$ cat src/rtl/seq_divider8.sv
// Multi-cycle unsigned restoring divider: one quotient bit per clock through a
// gate-level ripple subtractor, with a start/done handshake and held results.
module seq_divider8 #(
  parameter int WIDTH = 8
) (
  input  logic             clk,
  input  logic             reset,
  input  logic             start,
  input  logic [WIDTH-1:0] dividend,
  input  logic [WIDTH-1:0] divisor,
  output logic             busy,
  output logic             done,
  output logic [WIDTH-1:0] quotient,
  output logic [WIDTH-1:0] remainder,
  output logic             div_by_zero
);

  localparam int CW = $clog2(WIDTH + 1);

  typedef enum logic [1:0] {S_IDLE, S_RUN, S_DONE} state_t;

  state_t           r_state;
  logic [WIDTH-1:0] r_rem;
  logic [WIDTH-1:0] r_quo;
  logic [WIDTH-1:0] r_div;
  logic [CW-1:0]    r_cnt;

  // The stored partial remainder is always below D, so its top bit of the
  // WIDTH+1-bit value is zero; the full width only exists after the shift.
  logic [WIDTH:0]   w_shift;
  logic [WIDTH:0]   w_b;
  logic [WIDTH:0]   w_t;
  logic [WIDTH:0]   w_c;
  logic [WIDTH-1:0] w_q_next;
  logic [WIDTH-1:0] w_r_next;

  assign w_shift = {r_rem, r_quo[WIDTH-1]};
  assign w_b     = ~{1'b0, r_div};
  assign w_c[0]  = 1'b1;

  // Ripple subtractor T = shifted R + ~D + 1 built from per-bit gate equations.
  for (genvar i = 0; i <= WIDTH; i++) begin : g_sub
    assign w_t[i] = w_shift[i] ^ w_b[i] ^ w_c[i];
    if (i < WIDTH) begin : g_carry
      assign w_c[i+1] = (w_shift[i] & w_b[i]) | (w_c[i] & (w_shift[i] ^ w_b[i]));
    end
  end

  assign w_q_next = {r_quo[WIDTH-2:0], ~w_t[WIDTH]};
  assign w_r_next = w_t[WIDTH] ? w_shift[WIDTH-1:0] : w_t[WIDTH-1:0];

  always_ff @(posedge clk) begin
    if (reset) begin
      r_state     <= S_IDLE;
      r_rem       <= '0;
      r_quo       <= '0;
      r_div       <= '0;
      r_cnt       <= '0;
      busy        <= 1'b0;
      done        <= 1'b0;
      quotient    <= '0;
      remainder   <= '0;
      div_by_zero <= 1'b0;
    end else begin
      case (r_state)
        S_IDLE: begin
          done <= 1'b0;
          if (start) begin
            busy <= 1'b1;
            if (divisor == '0) begin
              r_state     <= S_DONE;
              done        <= 1'b1;
              quotient    <= '1;
              remainder   <= dividend;
              div_by_zero <= 1'b1;
            end else begin
              r_state <= S_RUN;
              r_div   <= divisor;
              r_rem   <= '0;
              r_quo   <= dividend;
              r_cnt   <= CW'(WIDTH);
            end
          end
        end
        S_RUN: begin
          r_quo <= w_q_next;
          r_rem <= w_r_next;
          r_cnt <= r_cnt - CW'(1);
          if (r_cnt == CW'(1)) begin
            r_state     <= S_DONE;
            done        <= 1'b1;
            quotient    <= w_q_next;
            remainder   <= w_r_next;
            div_by_zero <= 1'b0;
          end
        end
        S_DONE: begin
          r_state <= S_IDLE;
          done    <= 1'b0;
          busy    <= 1'b0;
        end
        default: begin
          r_state <= S_IDLE;
          done    <= 1'b0;
          busy    <= 1'b0;
        end
      endcase
    end
  end

endmodule

$ cat config.mk
export PLATFORM = sky130hd
export DESIGN_NAME = seq_divider8
export DESIGN_NICKNAME = d
export VERILOG_FILES = /design/src/rtl/seq_divider8.sv
export SDC_FILE = /design/constraint.sdc
export NUM_CORES = 1
export LEC_CHECK = 0
export BUFFER_PORTS_ARGS = -buffer_cell sky130_fd_sc_hd__clkbuf_2
export CAP_MARGIN = 25
export CORE_ASPECT_RATIO = 2
export CORE_MARGIN = 2
export CORE_UTILIZATION = 60
export DETAILED_ROUTE_END_ITERATION = 10
export GPL_TIMING_DRIVEN = 0
export PLACE_DENSITY = 0.86
export SLEW_MARGIN = 20
export SYNTH_ARGS = -nofsm -noshare
export SYNTH_HDL_FRONTEND = slang
export SYNTH_SLANG_ARGS = --single-unit
$ cat constraint.sdc
create_clock -name clk -period 11.16 [get_ports clk]
set_clock_uncertainty 0.05 [all_clocks]
set_input_delay 0.558 -clock clk [delete_from_list [all_inputs] [get_ports clk]]
set_output_delay 0.558 -clock clk [all_outputs]
set_load 0.02 [all_outputs]
== Word-level counts from Yosys, hierarchy flattened ==
Cells that the tools add are included.

* Output and inout port bits: 19
* Word-level logic and storage cells: 102
* Flip-flop bits (word level): 49

* Add/subtract/negate cells: 1
* Reductions and logical operators: 8
* Eq/ne operators: 6
* Multiplexer cells: 32
* Bitwise gates (word level): 45

{| class="wikitable"
|+ Operators by type and width
! cell !! number
|-
| two-way mux 8 bit || 11
|-
| one-hot mux 8 bit (2 select lines) || 4
|-
| bitwise XOR 1 bit || 17
|-
| bitwise AND 1 bit || 15
|-
| inverter 8 -> 9 bit || 1
|-
| logical NOT 8 bit || 1
|-
| two-way mux 4 bit || 2
|-
| inequality test 2 bit, second input constant || 4
|-
| bitwise OR 1 bit || 8
|-
| one-hot mux 4 bit (2 select lines) || 1
|-
| two-way mux 1 bit || 7
|-
| two-way mux 2 bit || 3
|-
| one-hot mux 1 bit (2 select lines) || 3
|-
| AND reduction 3 bit || 2
|-
| equality test 4 x 1 -> 1 bit, second input constant || 1
|-
| inverter 1 bit || 4
|-
| one-hot mux 2 bit (2 select lines) || 1
|-
| AND reduction 2 bit || 2
|-
| AND reduction 4 bit || 1
|-
| subtractor 4 x 1 -> 4 bit, second input constant || 1
|-
| equality test 2 x 1 -> 1 bit, second input constant || 1
|-
| logical NOT 2 bit || 1
|-
| nonzero test 2 bit || 1
|}

== Longest topological paths before layout ==
* Depth after elaboration: 21
* Mapped depth: 17
* Depth with buffers taken out: 16

== Least setup slack after synthesis ==
OpenSTA, ideal clock, no wires.

* Kind: reg2reg
* Start point: register r_quo[7]
* End point: register remainder[1]
* Period minus slack after synthesis: 3.741 ns
* Path slack: 7.419 ns
* Path buffers: 0
* Arrival: 3.570 ns
* Library setup time: 0.121 ns
* Stages on the path, launching flop included: 17
* Cell sequence: dfxtp_1 inv_1 ha_1 inv_1 fa_1 inv_1 fa_1 fa_1 fa_1 inv_1 fa_1 fa_1 fa_1 xor2_1 mux2i_1 a21oi_1 mux2_2

* Longest elaborated chain between the ends: 20
* Elaborated cells on any way between the ends: 22
* Classes of those cells: mux (3); bitwise (19)

{| class="wikitable"
|+ RTL lines
! what !! RTL line !! text
|-
| start: declaration || 24 || <nowiki>logic [WIDTH-1:0] r_quo;</nowiki>
|-
| start signal: assignment || 80 || <nowiki>r_quo <= dividend;</nowiki>
|-
| start signal: assignment || 86 || <nowiki>r_quo <= w_q_next;</nowiki>
|-
| bitwise AND 1 bit / bitwise XOR 1 bit (equally long branches) || 45 || <nowiki>assign w_c[i+1] = (w_shift[i] & w_b[i]) | (w_c[i] & (w_shift[i] ^ w_b[i]));</nowiki>
|-
| bitwise OR 1 bit * || 45 ||
|-
| bitwise AND 1 bit || 45 ||
|-
| bitwise OR 1 bit || 45 ||
|-
| bitwise AND 1 bit || 45 ||
|-
| bitwise OR 1 bit || 45 ||
|-
| bitwise AND 1 bit || 45 ||
|-
| bitwise OR 1 bit || 45 ||
|-
| (+4 left out) || - ||
|-
| bitwise AND 1 bit || 45 ||
|-
| bitwise OR 1 bit || 45 ||
|-
| bitwise AND 1 bit || 45 ||
|-
| bitwise OR 1 bit || 45 ||
|-
| bitwise XOR 1 bit || 43 || <nowiki>assign w_t[i] = w_shift[i] ^ w_b[i] ^ w_c[i];</nowiki>
|-
| two-way mux 8 bit * || 50 || <nowiki>assign w_r_next = w_t[WIDTH] ? w_shift[WIDTH-1:0] : w_t[WIDTH-1:0];</nowiki>
|-
| two-way mux 8 bit * || 89 || <nowiki>if (r_cnt == CW'(1)) begin</nowiki>
|-
| one-hot mux 8 bit (2 select lines) * || 65 || <nowiki>case (r_state)</nowiki>
|-
| end signal: assignment || 74 || <nowiki>remainder <= dividend;</nowiki>
|-
| end signal: assignment || 93 || <nowiki>remainder <= w_r_next;</nowiki>
|-
| end: declaration || 14 || <nowiki>output logic [WIDTH-1:0] remainder,</nowiki>
|}

Mark *: on every way between the ends. The rest lies on a longest branch, timed or not. The select of a mux whose other input is x is not followed.
A chain may end at the register's enable or synchronous reset.

== Final worst setup path ==
* Start point: register r_quo[7]
* End point: register remainder[3]

* Longest elaborated chain between the ends: 20
* Elaborated cells on any way between the ends: 22
* Classes of those cells: mux (3); bitwise (19)

{| class="wikitable"
|+ RTL lines
! what !! RTL line
|-
| bitwise AND 1 bit / bitwise XOR 1 bit (equally long branches) || 45
|-
| bitwise OR 1 bit * || 45
|-
| bitwise AND 1 bit * || 45
|-
| bitwise OR 1 bit * || 45
|-
| bitwise AND 1 bit * || 45
|-
| bitwise OR 1 bit * || 45
|-
| bitwise AND 1 bit || 45
|-
| bitwise OR 1 bit || 45
|-
| (+4 left out) || -
|-
| bitwise AND 1 bit || 45
|-
| bitwise OR 1 bit || 45
|-
| bitwise AND 1 bit || 45
|-
| bitwise OR 1 bit || 45
|-
| bitwise XOR 1 bit || 43
|-
| two-way mux 8 bit * || 50
|-
| two-way mux 8 bit * || 89
|-
| one-hot mux 8 bit (2 select lines) * || 65
|}

Marks and branches as above.

==> flow_summary_export.csv <==
group,metric,value,unit
run_status,status,"finished clean",
synth,synth_seq_cells,49,
timing,period_needed,4.25,ns
critical_path,critPathLaunchType,"register",
timing,tns,0,ns
floorplanning,die_area,4470,sq um
critical_path,crit_fanout,10,
clock_tree,cts_tree,"yes",
detailed_routing,drc,0,
synth,synth_nets,281,
detailed_routing,drt_wl_total,5440,um
timing,hold_viol_final,0,
detailed_routing,dr.pass1.iters,4,
synth,synth-seq-area-share,41.7,%
critical_path,cp_num_buf_inv,5,
critical_path,r2r-end,"remainder[3]",
hold_path,min_from,"r_quo[2]",
clock_tree,clk_pin_slew,0.09,ns
floorplanning,die_h,92.6,um
floorplanning,die-width,48.3,um
timing,worst_slew_pin_slew,0.997,ns
detailed_routing,ant_nets,0,
critical_path,critPathMostFrequentCell,"fa_1",
placement,hpwlAfterDp,4140,um
global_route,grt_max_degree,15,
timing,period_share,38.1,%
clock_tree,numCtsBuffers,5,
clock_tree,cts_buffer_depth,2,
global_route,track_usage,27.2,%
detailed_routing,initialDrtViolationCount,53,
timing,slew_headroom,33.4,%
power_and_ir_drop,vdd_ir_drop_max,0.000115,V
synth,synth_top_area_share,41.7,%
placement,gp_congestion,0.911,
critical_path,max_stage_delay,0.48,ns
global_route,overflow,0,
clock_tree,cts_resized,0,
critical_path,critPathKind,"reg2reg",
placement,port_buffers,37,
synth,synthCells,252,
hold_path,hold_depth,2,
global_route,grt_pass1_vias,1937,
critical_path,cp.arrival,4.40,ns
clock_tree,postCtsHoldBufs,0,
cells_and_area,fin_cells,348,
timing,slew_viol_final,0,
timing,setup_violations,0,
timing,fmax,0.235,GHz
critical_path,r2r_slack,6.91,ns
hold_path,hold_class,"reg2reg",
cells_and_area,area_growth,15.5,%
cells_and_area,layout-drive-gt1-share,23.6,%
hold_path,whs_endpoint,"r_quo[2]",
power_and_ir_drop,power.leakage,1.15,nW
placement,dp.cells,340,
global_route,grt_pass1_wl,8640,um
clock_tree,clk_root_buffer_cell,"clkbuf_8",
synth,syn_area_per_cell,9.34,sq um
synth,post-synth-top-area-cell,"dfxtp_1",
detailed_routing,wl_per_cell,15.6,um
critical_path,rr_worst_depth,17,
floorplanning,num_rows,32,
timing,rsz0062_at_grt,"false",
detailed_routing,dr_total_vias,2005,
detailed_routing,vias_per_cell,5.76,
floorplanning,start_util,61.9,%
critical_path,cp_data_required_time,11.31,ns
cells_and_area,nets,325,
synth,netlist_top_cells_area,"dfxtp_1 (42%), a21oi_1 (6.8%), fa_1 (6.0%), mux2i_1 (5.1%), o221a_2 (3.8%)",
clock_tree,clock-sinks,49,
critical_path,path_delay_family,"adder cells",
critical_path,rr_startpoint,"r_quo[7]",
clock_tree,clkLatencyLatePin,0.31,ns
floorplanning,ios,38,
power_and_ir_drop,cellPowerDensity,155,nW/um^2
critical_path,crit_slowest_cell,"xor2_1",
flow_run,cap_viol_max_count,0,
clock_tree,postCtsSetupBuffers,0,
global_route,antenna_found_initial,0,
critical_path,worstPathCellList,"inv_1 > ha_1 > inv_1 > fa_1 > inv_1 > fa_1 > fa_1 > fa_1 > inv_1 > fa_1 > fa_1 > fa_1 > xor2_1 > clkbuf_1 > nand2_1 > o211ai_1 > a31oi_1",
synth,synth_cell_type_count,39,
floorplanning,core,3800,sq um
synth,ys_warn_count,0,
clock_tree,htreeDepth,2,
synth,mappedNetlistArea,2350,sq um
critical_path,end_kind,"register",
cells_and_area,diodes,0,
==> logic make-up after synthesis <==
logic type | synth area share [%]
fa+ha+maj | 7.55
mux | 7.02
xor+xnor | 0.744
buf+inv | 8.35
compound gates | 21.1
flops | 41.7
simple gates | 13.6
==> worst max-delay path by stage <==
stage	from	cells after the start	slack, ns	endpoint
after floorplan	r_quo[7]	16	7.42	remainder[1]
after global placement	r_quo[7]	17	7.01	remainder[2]
after detailed placement	r_quo[7]	17	6.94	remainder[2]
after CTS	r_quo[7]	17	6.90	remainder[3]
after global routing	r_quo[7]	17	6.71	remainder[2]
final	r_quo[7]	17	6.91	remainder[3]
==> layout by cell type (no fill, tap or decap), types with 4 or more instances in the layout <==
cell      count
dfxtp_1      49
clkbuf_2     37
a21oi_1      32
nand2_1      22
nor2_1       20
inv_1        15
clkbuf_1     12
o21ai_0      12
mux2i_1      12
o221a_2       8
clkbuf_8      7
fa_1          7
nand3_1       6
a31oi_1       6
nor2b_1       5
o211ai_1      4
a21o_2        4
mux2_2        4
==> per-stage QoR <==
step                util (%)  setup slack (ns)  hold slack, ns  area (sq um)  power (mW)
floorplan                  -              7.42           0.389          2350       0.266
global placement        68.4              7.01           0.401          2600       0.289
detailed placement      68.4              6.94           0.409          2600       0.292
CTS                     71.5              6.90           0.422          2720       0.422
global route            71.5              6.71           0.442          2720       0.442
finish                  71.5              6.91           0.427          2720       0.422
==> layer usage <==
metal | GRT usage [%] | routed length, um
met5 | 0 | 0
met1 | 28.0 | 1990
met2 | 46.3 | 3010
met4 | 15.5 | 191
met3 | 5.46 | 243
==> sequential cells by signal, indices dropped and copies added, names as in the netlist <==
register	cells
busy	1
div_by_zero	1
done	1
quotient	8
r_cnt	4
r_div	8
r_quo	8
r_rem	8
r_state	2
remainder	8
==> cell type report <==
type	count	area (sq um)
Multi-Input combinational cell	170	1180
Fill cell	299	1080
Sequential cell	49	981
Timing Repair Buffer	37	185
Buffer	18	140
Clock buffer	7	86.3
Tap cell	51	63.8
Inverter	15	56.3
Clock inverter	1	30.0
==> synth_stat cells, drive strengths merged <==
cell     count
a2111oi      1
a211oi       1
a21boi       1
a21o         4
a21oi       32
a2bb2oi      1
a31oi        6
and2b        1
buf          5
bufbuf       1
clkbuf      12
dfxtp       49
fa           7
ha           3
inv         15
mux2         4
mux2i       12
nand2       23
nand2b       1
nand3        6
nor2        20
nor2b        5
nor3         3
nor3b        1
nor4         2
o211a        2
o211ai       4
o21ai       13
o221a        8
o22a         3
or3          1
or3b         1
or4          2
xor2         2
==> power breakdown <==
group          leakage, nW  internal, mW  switching (mW)
registers            0.400         0.187         0.00909
clock network       0.0585        0.0731          0.0599
logic                0.687        0.0378          0.0557
==> worst register-to-register path: stages, from the launching register on <==
cell and delay (ns):
dfxtp_1 0.34, inv_1 0.06, ha_1 0.13, inv_1 0.05, fa_1 0.35, inv_1 0.08, fa_1 0.18, fa_1 0.21
fa_1 0.17, inv_1 0.05, fa_1 0.38, fa_1 0.41, fa_1 0.40, xor2_1 0.48, clkbuf_1 0.42, nand2_1 0.12
o211ai_1 0.16, a31oi_1 0.13
Note: power is estimated with default switching activity, not from simulation.
